`config.mk`:
```
export PLATFORM = sky130hd
export DESIGN_NAME = dram_arbiter
export DESIGN_NICKNAME = d
export VERILOG_FILES = /design/src/rtl/dram_pkg.sv /design/src/rtl/dram_refresh_sched.sv /design/src/rtl/dram_arbiter.sv
export SDC_FILE = /design/constraint.sdc
export NUM_CORES = 1
export LEC_CHECK = 0
export BUFFER_PORTS_ARGS = -buffer_cell sky130_fd_sc_hd__buf_4
export CAP_MARGIN = 40
export CORE_MARGIN = 1.5
export CORE_UTILIZATION = 56
export CTS_CLUSTER_SIZE = 12
export DETAILED_ROUTE_END_ITERATION = 8
export HOLD_SLACK_MARGIN = 0.1
export PLACE_DENSITY = 0.85
export SYNTH_ARGS = -nofsm -noshare
export SYNTH_HDL_FRONTEND = slang
export SYNTH_SLANG_ARGS = --single-unit
```
`constraint.sdc`:
```
create_clock -name CLK -period 5.26 [get_ports CLK]
set_input_delay 0.263 -clock CLK [delete_from_list [all_inputs] [get_ports CLK]]
set_output_delay 0.263 -clock CLK [all_outputs]
set_load 0.1 [all_outputs]
```
`src/rtl/dram_pkg.sv`:
```
// rtl/dram_pkg.sv - shared types and constants for the DRAM arbiter and sequencer
//
// Purpose: arbitration state encoding, sequencer owner codes, default
// refresh interval and the width of the postponed-refresh counter.
// Ports: none (package).
package dram_pkg;

  typedef enum logic [1:0] {
    ST_IDLE    = 2'd0,
    ST_BUSY    = 2'd1,
    ST_RELEASE = 2'd2
  } arb_state_t;

  localparam logic OWNER_CPU = 1'b0;
  localparam logic OWNER_DMA = 1'b1;

  // 50 MHz clock, 7.8 us refresh interval less margin.
  localparam int REFRESH_CYCLE_CNT_DEFAULT = 374;

  localparam int PEND_W = 3;

endpackage

```
`src/rtl/dram_refresh_sched.sv`:
```
// rtl/dram_refresh_sched.sv - refresh interval timer, postponed-refresh counter, overrun flag
//
// Purpose: counts CLK cycles 0..REFRESH_CYCLE_CNT, emitting a one-cycle tick
// on the terminal count; keeps a saturating backlog of refreshes still owed.
// Ports:
//   CLK, nRST  clock, asynchronous active-low reset
//   consume    a refresh operation finished this cycle (decrements backlog)
//   tick       one-cycle pulse, refresh interval elapsed
//   pending    refreshes owed, saturates at MAX_PENDING
//   overrun    sticky: a tick arrived while the backlog was already full
module dram_refresh_sched
  import dram_pkg::*;
#(
  parameter int REFRESH_CYCLE_CNT = REFRESH_CYCLE_CNT_DEFAULT,
  parameter int MAX_PENDING       = 4,
  parameter int CNT_W             = 12
) (
  input  logic              CLK,
  input  logic              nRST,
  input  logic              consume,
  output logic              tick,
  output logic [PEND_W-1:0] pending,
  output logic              overrun
);

  localparam logic [CNT_W-1:0]  TIMER_TOP = CNT_W'(REFRESH_CYCLE_CNT);
  localparam logic [PEND_W-1:0] PEND_MAX  = PEND_W'(MAX_PENDING);

  logic [CNT_W-1:0]  r_timer;
  logic [PEND_W-1:0] r_pending;
  logic              r_overrun;

  assign tick    = (r_timer == TIMER_TOP);
  assign pending = r_pending;
  assign overrun = r_overrun;

  always_ff @(posedge CLK or negedge nRST) begin
    if (!nRST) begin
      r_timer   <= '0;
      r_pending <= '0;
      r_overrun <= 1'b0;
    end else begin
      r_timer <= tick ? '0 : r_timer + 1'b1;

      if (tick && (r_pending == PEND_MAX)) begin
        r_overrun <= 1'b1;
      end

      // A tick and a completed refresh in the same cycle cancel out.
      if (tick && !consume) begin
        if (r_pending != PEND_MAX) begin
          r_pending <= r_pending + 1'b1;
        end
      end else if (consume && !tick && (r_pending != '0)) begin
        r_pending <= r_pending - 1'b1;
      end
    end
  end

endmodule

```
`src/rtl/dram_arbiter.sv`:
```
// rtl/dram_arbiter.sv - shares the DRAM sequencer between CPU, DMA and refresh
//
// Purpose: round-robin CPU/DMA arbitration with refresh insertion; issues one
// operation at a time over a seq_start/seq_done handshake.
// Ports:
//   CLK, nRST        clock, asynchronous active-low reset
//   cpu_req/cpu_ack  CPU 4-phase access handshake
//   dma_req/dma_ack  DMA 4-phase access handshake
//   seq_start        one-cycle pulse starting a sequencer operation
//   seq_refresh      1 = CBR refresh, held through the operation
//   seq_owner        0 = CPU, 1 = DMA, held through the operation
//   seq_done         one-cycle pulse, sequencer operation complete
//   refresh_pending  postponed refresh count
//   refresh_overrun  sticky backlog overflow flag
module dram_arbiter
  import dram_pkg::*;
#(
  parameter int REFRESH_CYCLE_CNT = REFRESH_CYCLE_CNT_DEFAULT,
  parameter int MAX_PENDING       = 4,
  parameter int CNT_W             = 12
) (
  input  logic              CLK,
  input  logic              nRST,
  input  logic              cpu_req,
  output logic              cpu_ack,
  input  logic              dma_req,
  output logic              dma_ack,
  output logic              seq_start,
  output logic              seq_refresh,
  output logic              seq_owner,
  input  logic              seq_done,
  output logic [PEND_W-1:0] refresh_pending,
  output logic              refresh_overrun
);

  localparam logic [PEND_W-1:0] PEND_MAX = PEND_W'(MAX_PENDING);

  arb_state_t r_state, w_state_nxt;
  logic r_start, w_start_nxt;
  logic r_refresh, w_refresh_nxt;
  logic r_owner, w_owner_nxt;
  logic r_cpu_ack, w_cpu_ack_nxt;
  logic r_dma_ack, w_dma_ack_nxt;
  logic r_last_grant, w_last_nxt;

  logic w_tick;
  logic w_consume;
  logic w_pick;
  logic w_owner_req;

  assign w_consume   = (r_state == ST_BUSY) && seq_done && r_refresh;
  // On a tie the requester that was not served last wins.
  assign w_pick      = (cpu_req && dma_req) ? ~r_last_grant
                                            : (cpu_req ? OWNER_CPU : OWNER_DMA);
  assign w_owner_req = (r_owner == OWNER_DMA) ? dma_req : cpu_req;

  dram_refresh_sched #(
    .REFRESH_CYCLE_CNT (REFRESH_CYCLE_CNT),
    .MAX_PENDING       (MAX_PENDING),
    .CNT_W             (CNT_W)
  ) u_sched (
    .CLK     (CLK),
    .nRST    (nRST),
    .consume (w_consume),
    .tick    (w_tick),
    .pending (refresh_pending),
    .overrun (refresh_overrun)
  );

  always_ff @(posedge CLK or negedge nRST) begin
    if (!nRST) begin
      r_state      <= ST_IDLE;
      r_start      <= 1'b0;
      r_refresh    <= 1'b0;
      r_owner      <= OWNER_CPU;
      r_cpu_ack    <= 1'b0;
      r_dma_ack    <= 1'b0;
      r_last_grant <= OWNER_DMA;
    end else begin
      r_state      <= w_state_nxt;
      r_start      <= w_start_nxt;
      r_refresh    <= w_refresh_nxt;
      r_owner      <= w_owner_nxt;
      r_cpu_ack    <= w_cpu_ack_nxt;
      r_dma_ack    <= w_dma_ack_nxt;
      r_last_grant <= w_last_nxt;
    end
  end

  always_comb begin
    w_state_nxt   = r_state;
    w_start_nxt   = 1'b0;
    w_refresh_nxt = r_refresh;
    w_owner_nxt   = r_owner;
    w_cpu_ack_nxt = r_cpu_ack;
    w_dma_ack_nxt = r_dma_ack;
    w_last_nxt    = r_last_grant;
    case (r_state)
      ST_IDLE: begin
        // A full backlog preempts accesses; otherwise refresh only when idle.
        if (refresh_pending == PEND_MAX) begin
          w_state_nxt   = ST_BUSY;
          w_start_nxt   = 1'b1;
          w_refresh_nxt = 1'b1;
        end else if (cpu_req || dma_req) begin
          w_state_nxt   = ST_BUSY;
          w_start_nxt   = 1'b1;
          w_refresh_nxt = 1'b0;
          w_owner_nxt   = w_pick;
        end else if (refresh_pending != '0) begin
          w_state_nxt   = ST_BUSY;
          w_start_nxt   = 1'b1;
          w_refresh_nxt = 1'b1;
        end
      end
      ST_BUSY: begin
        if (seq_done) begin
          w_refresh_nxt = 1'b0;
          if (r_refresh) begin
            w_state_nxt = ST_IDLE;
          end else begin
            w_state_nxt = ST_RELEASE;
            w_last_nxt  = r_owner;
            if (r_owner == OWNER_DMA) begin
              w_dma_ack_nxt = 1'b1;
            end else begin
              w_cpu_ack_nxt = 1'b1;
            end
          end
        end
      end
      ST_RELEASE: begin
        if (!w_owner_req) begin
          w_state_nxt   = ST_IDLE;
          w_cpu_ack_nxt = 1'b0;
          w_dma_ack_nxt = 1'b0;
        end
      end
      default: begin
        w_state_nxt = ST_IDLE;
      end
    endcase
  end

  assign seq_start   = r_start;
  assign seq_refresh = r_refresh;
  assign seq_owner   = r_owner;
  assign cpu_ack     = r_cpu_ack;
  assign dma_ack     = r_dma_ack;

  // A tick that finds the backlog full must leave the overrun flag set.
  a_overrun_on_full_tick: assert property (@(posedge CLK) disable iff (!nRST)
    (w_tick && (refresh_pending == PEND_MAX)) |=> refresh_overrun);

endmodule

```
After elaboration in Yosys (flattened, before gate mapping)
Index checks and enable logic that the tools add are counted.
Storage, ports and cells
  register bits: 24
  input bits: 5
  output and inout port bits: 9
  logic and storage cells: 82
Operators by class
  $add $sub $neg: 3
  equal/unequal tests: 12
  mux-type cells: 32
  bitwise gates (word level): 3
  reductions and logical operators: 22
Operators by type and width (number)
  $mux 1: 18
  $add 12x1->12 const B: 1
  $eq 12x9->1 const B: 1
  $mux 12: 1
  $mux 2: 6
  $ne 2x2->1 const B: 6
  $reduce_and 3->1: 4
  $reduce_and 5->1: 2
  $mux 3: 3
  $logic_and 1x1->1: 7
  $pmux 1 s2: 3
  $pmux 2 s3: 1
  $reduce_bool 2->1: 3
  $ne 4x4->1 const B: 1
  $add 3x1->3 const B: 1
  $eq 3x3->1 const B: 1
  $ne 3x3->1 const B: 1
  $not 1->1: 3
  $reduce_bool 3->1: 1
  $sub 3x1->3 const B: 1
  $eq 2x1->1 const B: 1
  $eq 2x2->1 const B: 1
  $logic_not 1->1: 2
  $logic_not 2->1: 1
  2 further kinds: 2

Depth between registers and ports, before layout
Gate-level depths: netlist of the first run.
  depth in word-level cells: 7
  mapped depth: 8
  depth with buffers taken out: 8

Hierarchy
From an unflattened synthesis of the first run, not the netlist that was laid out.
Unflattened totals
  cell total of the unflattened synthesis: 115
  area, all modules: 1229.9 µm²
By module, submodules not included
  dram_refresh_sched: times used 1, cells each 79, area an instance 842.1 µm²
  dram_arbiter: times used 1, cells each 36, area an instance 387.9 µm²

Least setup slack after synthesis of the first run
OpenSTA, ideal clock, no wires.
  path type: register to register
  start point: reg r_refresh (netlist: seq_refresh)
  end point: reg u_sched.r_pending[2] (netlist: u_sched.pending[2])
  data arrival time: 2.760 ns
  setup slack: 2.415 ns
  cell stages (with the launch flop): 7
  period minus slack after synthesis: 2.845 ns
  path through: dfrtp_1 -> nand4b_1 -> or4b_2 -> fa_1 -> nor4_1 -> a311oi_1 -> a21oi_1
Between the ends
  word-level cells in the longest chain between the ends: 5
RTL lines
  start, declared: RTL line dram_arbiter.sv:40  | logic r_refresh, w_refresh_nxt;
  start signal, assigned: RTL line dram_arbiter.sv:82  | r_refresh <= w_refresh_nxt;
  $logic_and 1x1->1 *: RTL line dram_arbiter.sv:51  | assign w_consume = (r_state == ST_BUSY) && seq_done && r_refresh;
  $logic_not 1->1 or $logic_and 1x1->1 (tied branches): RTL line dram_refresh_sched.sv:50, dram_refresh_sched.sv:54
  $logic_and 1x1->1, on equally long branches: RTL line dram_refresh_sched.sv:50, dram_refresh_sched.sv:54
  $ne 2x2->1 (no line) or $reduce_bool 2->1 (tied branches)
  $reduce_and 2->1 (no line)
  end signal, assigned: RTL line dram_refresh_sched.sv:52  | r_pending <= r_pending + 1'b1;
  end signal, assigned: RTL line dram_refresh_sched.sv:55  | r_pending <= r_pending - 1'b1;
  end, declared: RTL line dram_refresh_sched.sv:30  | logic [PEND_W-1:0] r_pending;
Mark *: on every way between the ends. The rest lies on a longest branch, timed or not.
A chain may end at the register's enable or synchronous reset.

Final worst setup path of the first run
  start point: reg u_sched.r_timer[0]
  end point: reg u_sched.r_pending[2] (netlist: u_sched.pending[2])
Between the ends
  word-level cells in the longest chain between the ends: 6
RTL lines
  start, declared: RTL line dram_refresh_sched.sv:29  | logic [CNT_W-1:0] r_timer;
  start signal, assigned: RTL line dram_refresh_sched.sv:43  | r_timer <= tick ? '0 : r_timer + 1'b1;
  $eq 12x9->1 *: RTL line dram_refresh_sched.sv:33  | assign tick = (r_timer == TIMER_TOP);
  $logic_not 1->1: RTL line dram_refresh_sched.sv:54  | end else if (consume && !tick && (r_pending != '0)) begin
  $logic_and 1x1->1 (2 in series): RTL line dram_refresh_sched.sv:54
  $reduce_bool 2->1 (no line)
  $reduce_and 2->1 (no line)
Marked as above.

==> run metrics, run 1 <==
status=completed; CP endpoint kind=register; core area=1960 µm²; synthesized cell area=1170 µm²; share of post-route cells with drive strength above 1=0.218; gr usage total=0.193; Synth Instances=108; vias in the first global route=835; Post-synth EDFFs=0; row count=16; drt wl/cell=12.7 µm; Sw Ratio=0.505; num ports=14; Die W=48.7 µm; starting density of the core=0.595; max_cap viols=0; initial antenna violation count=0; Comb pwr share=0.494; # DRC=0; worst-margin pin slew=517 ps; Primary FF master, synth=dfrtp_1; CP Class=register to register; period utilisation layout=0.550; Detailed Routing Iterations Pass 1=4; Seq/Total Area, Yosys=0.516; most common library cells after synthesis=dfrtp_1, nor2_1, xor2_1, nand2_1, nand4_1; Synth area leaders=dfrtp_1, xor2_1, nor2_1, nand4_1, dfstp_2; Fmax achieved=346 MHz; Worst-Skew Late Latency=310 ps; post-synth top area share=0.493; power share of the clock group=0.159; synthesis-stage register bit count=24; number of I/O port buffers=13; pre-CTS setup slack=2430 ps; unrepaired setup endpoints after global routing=false; Final Critical Period=2890 ps; internal power=0.000406 W; cts bufs inserted=3; Req. time, crit path=5500 ps; Post-Syn Area per Cell=10.8 µm²; CTS root buf=clkbuf_4; DP Wirelength=1450 µm; Worst VDD drop=0.000396 V; final setup fails=0; Pleak=0.607 nW; GRT overflow=0; register share of total power=0.347; Die Y=48.7 µm; total negative slack=0 ps; Synth cell types=35; crit path launch type=register; Final Max Tran Viols=0; final hold violation count=0; Final Core Density=0.688; Final nets=133; Routed Antenna Nets=0; Post-synth ARST share=1.00; count leader, synth=dfrtp_1; drt total wl=1920 µm; Worst Setup Slack, final=2370 ps; HP Class=primary input to register; die area=2370 µm²; clock skew=12.4 ps; Area Overhead vs Synth=15.6%; Final Wtd Congestion=0.812; PD cells=607 nW/µm²; CTS tree=built; worst-case clock buffer depth=2; Clock Pin Slew Worst Setup and Hold Paths=130 ps; Clock Sinks=24; H-Tree Depth=1; crit path DAT=3130 ps; relative slew slack=0.654; cell taking the most area after synthesis=dfrtp_1; largest net degree at the start of global routing=25; Initial DRC Count=16; # diodes=0; via count=845; first-pass GRT wire length=3590 µm; Syn. warnings=0; Net Switching=0.000413 W; critical path fanouts, max=5; mean number of vias per cell=5.60; syn nets=116
area by class of cell:
cell class	instances	area, µm²
fill	164	612
sequential	24	602
multi-input combinational	79	543
timing repair buffer	14	108
tap	27	33.8
clock inverter	1	30.0
clock buffer	3	22.5
inverter	3	11.3
power groups by stage:
| stage | combinational [W] | sequential [W] | clock, W |
|---|---|---|---|
| 6_report | 0.000404 | 0.000285 | 0.000130 |
| 5_1_grt | 0.000426 | 0.000294 | 0.000139 |
| 4_1_cts | 0.000407 | 0.000284 | 0.000133 |
| 3_5_place_dp | 0.000405 | 0.000288 | 0 |
| 3_3_place_gp | 0.000399 | 0.000285 | 0 |
| 2_1_floorplan | 0.000111 | 0.000495 | 0 |
through the flow:
stage               std cells  total power (W)  hold WS (ps)  area [µm²]
floorplan                 108         0.000606         -32.6        1170
global placement          146         0.000684           171        1290
detailed placement        146         0.000693           174        1290
CTS                       151         0.000824           202        1350
global route              151         0.000860           208        1350
finish                    151         0.000819           205        1350
cell families after synthesis:
family | share of synthesized area
AO/OA/AOI/OAI | 0.0933
XOR/XNOR | 0.0965
adder cells (fa/ha/maj) | 0.0386
buffers and inverters | 0.0193
flip-flops | 0.516
multiplexers | 0.0182
AND/OR/NAND/NOR | 0.219
worst paths after layout:
check	cells after the start	to	startpoint	slack [ps]
setup reg to reg	8	u_sched.pending[2]	u_sched.r_timer[0]	2370
setup / recovery	8	u_sched.pending[2]	u_sched.r_timer[0]	2370
max in group asynchronous	2	r_last_grant	nRST	4620
hold / removal	2	seq_owner	dma_req	210
hold reg to reg	1	u_sched.r_timer[11]	u_sched.r_timer[11]	470
min in group asynchronous	2	u_sched.overrun	nRST	360
cells in the final DEF (no fill, tap or decap), types with 2 or more instances in the layout:
cell type,instances
nor2_1,15
xor2_1,8
nand4_1,6
dfrtp_1,23
o31ai_1,2
nand3_1,5
nor3_1,5
or2_2,2
ha_1,2
a21oi_1,4
and2_1,2
nand2_1,6
clkbuf_4,3
xnor2_1,3
inv_1,3
buf_4,13
a211oi_1,2
per-layer routing:
metal / GRT usage / up-vias / share of wire
met3: 0.0370 / 2 / 0.028
li1: - / 426 / -
met1: 0.258 / 407 / 0.49
met5: 0 / - / 0
met2: 0.315 / 10 / 0.48
met4: 0.0714 / 0 / 0.0063
critical path, stage by stage, from the launching register on:
cell and delay (ps):
dfrtp_1 440, inv_1 70, ha_1 130, or4b_4 490
or4b_2 670, fa_1 450, nor4_1 370, a311oi_1 90
a21oi_1 130
sequential cells by signal, indices dropped and copies added (netlist names):
| signal | flops |
|---|---|
| u_sched.r_timer | 12 |
| seq_owner | 1 |
| seq_refresh | 1 |
| cpu_ack | 1 |
| dma_ack | 1 |
| r_state | 2 |
| u_sched.pending | 3 |
| seq_start | 1 |
| u_sched.overrun | 1 |
| r_last_grant | 1 |
repair_timing:
item | CTS | global route
hold buffers | 1 | 0
endpoints found under the setup margin | 0 | 0
hold endpoints to repair | 24 | 0
resized for setup | 0 | 0
buffers inserted | 0 | 0
No activity file was read; power rests on OpenSTA's default activity.
==> run 2: changes to the inputs <==
CORE_UTILIZATION = 50   (was 56)
PLACE_DENSITY = 0.81   (was 0.85)
clock period = 2.6 ns   (was 5.26 ns; I/O delays follow)
==> run metrics, run 2 (synthesis results as in run 1) <==
status=completed; Area Overhead vs Synth=23.8%; die area=2630 µm²; Req. time, crit path=2800 ps; CP endpoint kind=register; number of I/O port buffers=13; Reg2Reg Depth=8; gr usage total=0.215; Initial DRC Count=9; Fmax achieved=397 MHz; share of post-route cells with drive strength above 1=0.289; Final Critical Period=2520 ps; clock skew=9.55 ps; Detailed Routing Iterations Pass 1=4; Clock Sinks=24; start point of the critical path=u_sched.r_timer[0]; CP Capture Point=u_sched.pending[2]; vias in the first global route=947; drt total wl=2380 µm; PD cells=1130 nW/µm²; Post-Place Cells=154; worst-margin pin slew=412 ps; Worst VDD drop=0.000910 V; starting density of the core=0.528; worst-case clock buffer depth=2; relative slew slack=0.724; core area=2210 µm²; unrepaired setup endpoints after global routing=true; first-pass GRT wire length=4140 µm; Die Y=51.3 µm; total negative slack=0 ps; Clock Pin Slew Worst Setup and Hold Paths=130 ps; # DRC=0; crit path buf inv count=2; row count=17; most common cell after layout, fill and taps aside=dfrtp_1; worst path cell trace=inv_1 -> ha_1 -> or4b_4 -> or4b_4 -> fa_2 -> buf_6 -> a311oi_2 -> a21oi_1; cts bufs inserted=3; Pwr Total=0.00163 W; Final nets=144; CP dominant cell by count=or4b_4; slowest cell on the critical path=or4b_4; launching point of the worst reg2reg path=u_sched.r_timer[0]; final hold violation count=0; drt wl/cell=14.6 µm; max_cap viols=0; Final Wtd Congestion=0.793; crit path DAT=2720 ps; crit path launch type=register; Final Max Tran Viols=0; initial antenna violation count=0; HP Class=primary input to register; number of flip-flops in the largest register=12; Critical R2R Capture=u_sched.pending[2]; Top reg by flops=u_sched.r_timer; GRT overflow=0; critical path depth in cells=8; leading cell types in the layout, fill and taps excluded=dfrtp_1, buf_4, nor2_1, xor2_1; Pleak=0.648 nW; period utilisation layout=0.969; R2R Setup Slk=80 ps; mean number of vias per cell=5.58; delay of the slowest critical-path stage=500 ps; H-Tree Depth=1; Final Core Density=0.653; family with the most delay on the worst path=simple AND/OR/NAND/NOR gates; # diodes=0; CTS tree=built; via count=909; CTS root buf=clkbuf_4; Die W=51.3 µm; largest net degree at the start of global routing=25; num ports=14; Routed Antenna Nets=0; CP Class=register to register; Worst-Skew Late Latency=310 ps; critical path fanouts, max=3; Cell Count, Final, Fillers Out=163; final setup fails=0; DP Wirelength=1690 µm
==> run 2: how the worst min path moves through the flow <==
stage | from | to | slack [ps] | cells past startpoint
final | cpu_req | seq_refresh | 110 | 3
after floorplan | nRST | cpu_ack | -170 | 0
after detailed placement | nRST | r_state[0] | 40 | 1
after global routing | cpu_req | seq_refresh | 100 | 3
after global placement | nRST | r_state[0] | 40 | 1
after CTS | cpu_req | seq_refresh | 100 | 3
==> run 2: final cells by class <==
type                    instances  area [µm²]
clock buffers                   4        26.3
well taps                      28        35.0
fillers                       183         767
flip-flops and latches         24         603
repair buffers                 25         199
multi-input cells              79         571
inverters                       3        11.3
==> run 2: what timing repair did <==
item | in CTS | in global routing
setup endpoints to repair | 1 | 1
gates resized for setup | 4 | 1
pin swaps | 3 | 4
setup buffers | 1 | 1
hold endpoints to repair | 27 | 0
hold buffers | 3 | 0
==> run 2: worst min-delay path: cells and delay by family <==
family	cells	cell delay, ps
buffers and inverters	1	90
AO/OA/AOI/OAI	1	60
AND/OR/NAND/NOR	1	120
==> run 2: power breakdown <==
group | internal, W | switching [W]
Combinational | 0.000233 | 0.000646
Clock | 0.0000598 | 0.000105
Sequential | 0.000466 | 0.000118
Total | 0.000758 | 0.000870
==> run 2: through the flow <==
stage	cell area, µm²	hold WS [ps]	worst slack, ps
after detailed placement	1350	44.9	-31.3
after global placement	1350	39.9	123
after global routing	1450	102	-55.4
final	1450	112	80.5
after CTS	1430	104	16.0
after floorplan	1170	-166	29.1
==> run 2: per-layer routing <==
metal | track usage | up-vias | routed length (µm)
met5 | 0 | - | 0
met2 | 0.403 | 19 | 1310
met4 | 0.0833 | 0 | 16
li1 | - | 443 | -
met1 | 0.248 | 445 | 975
met3 | 0.0263 | 2 | 80
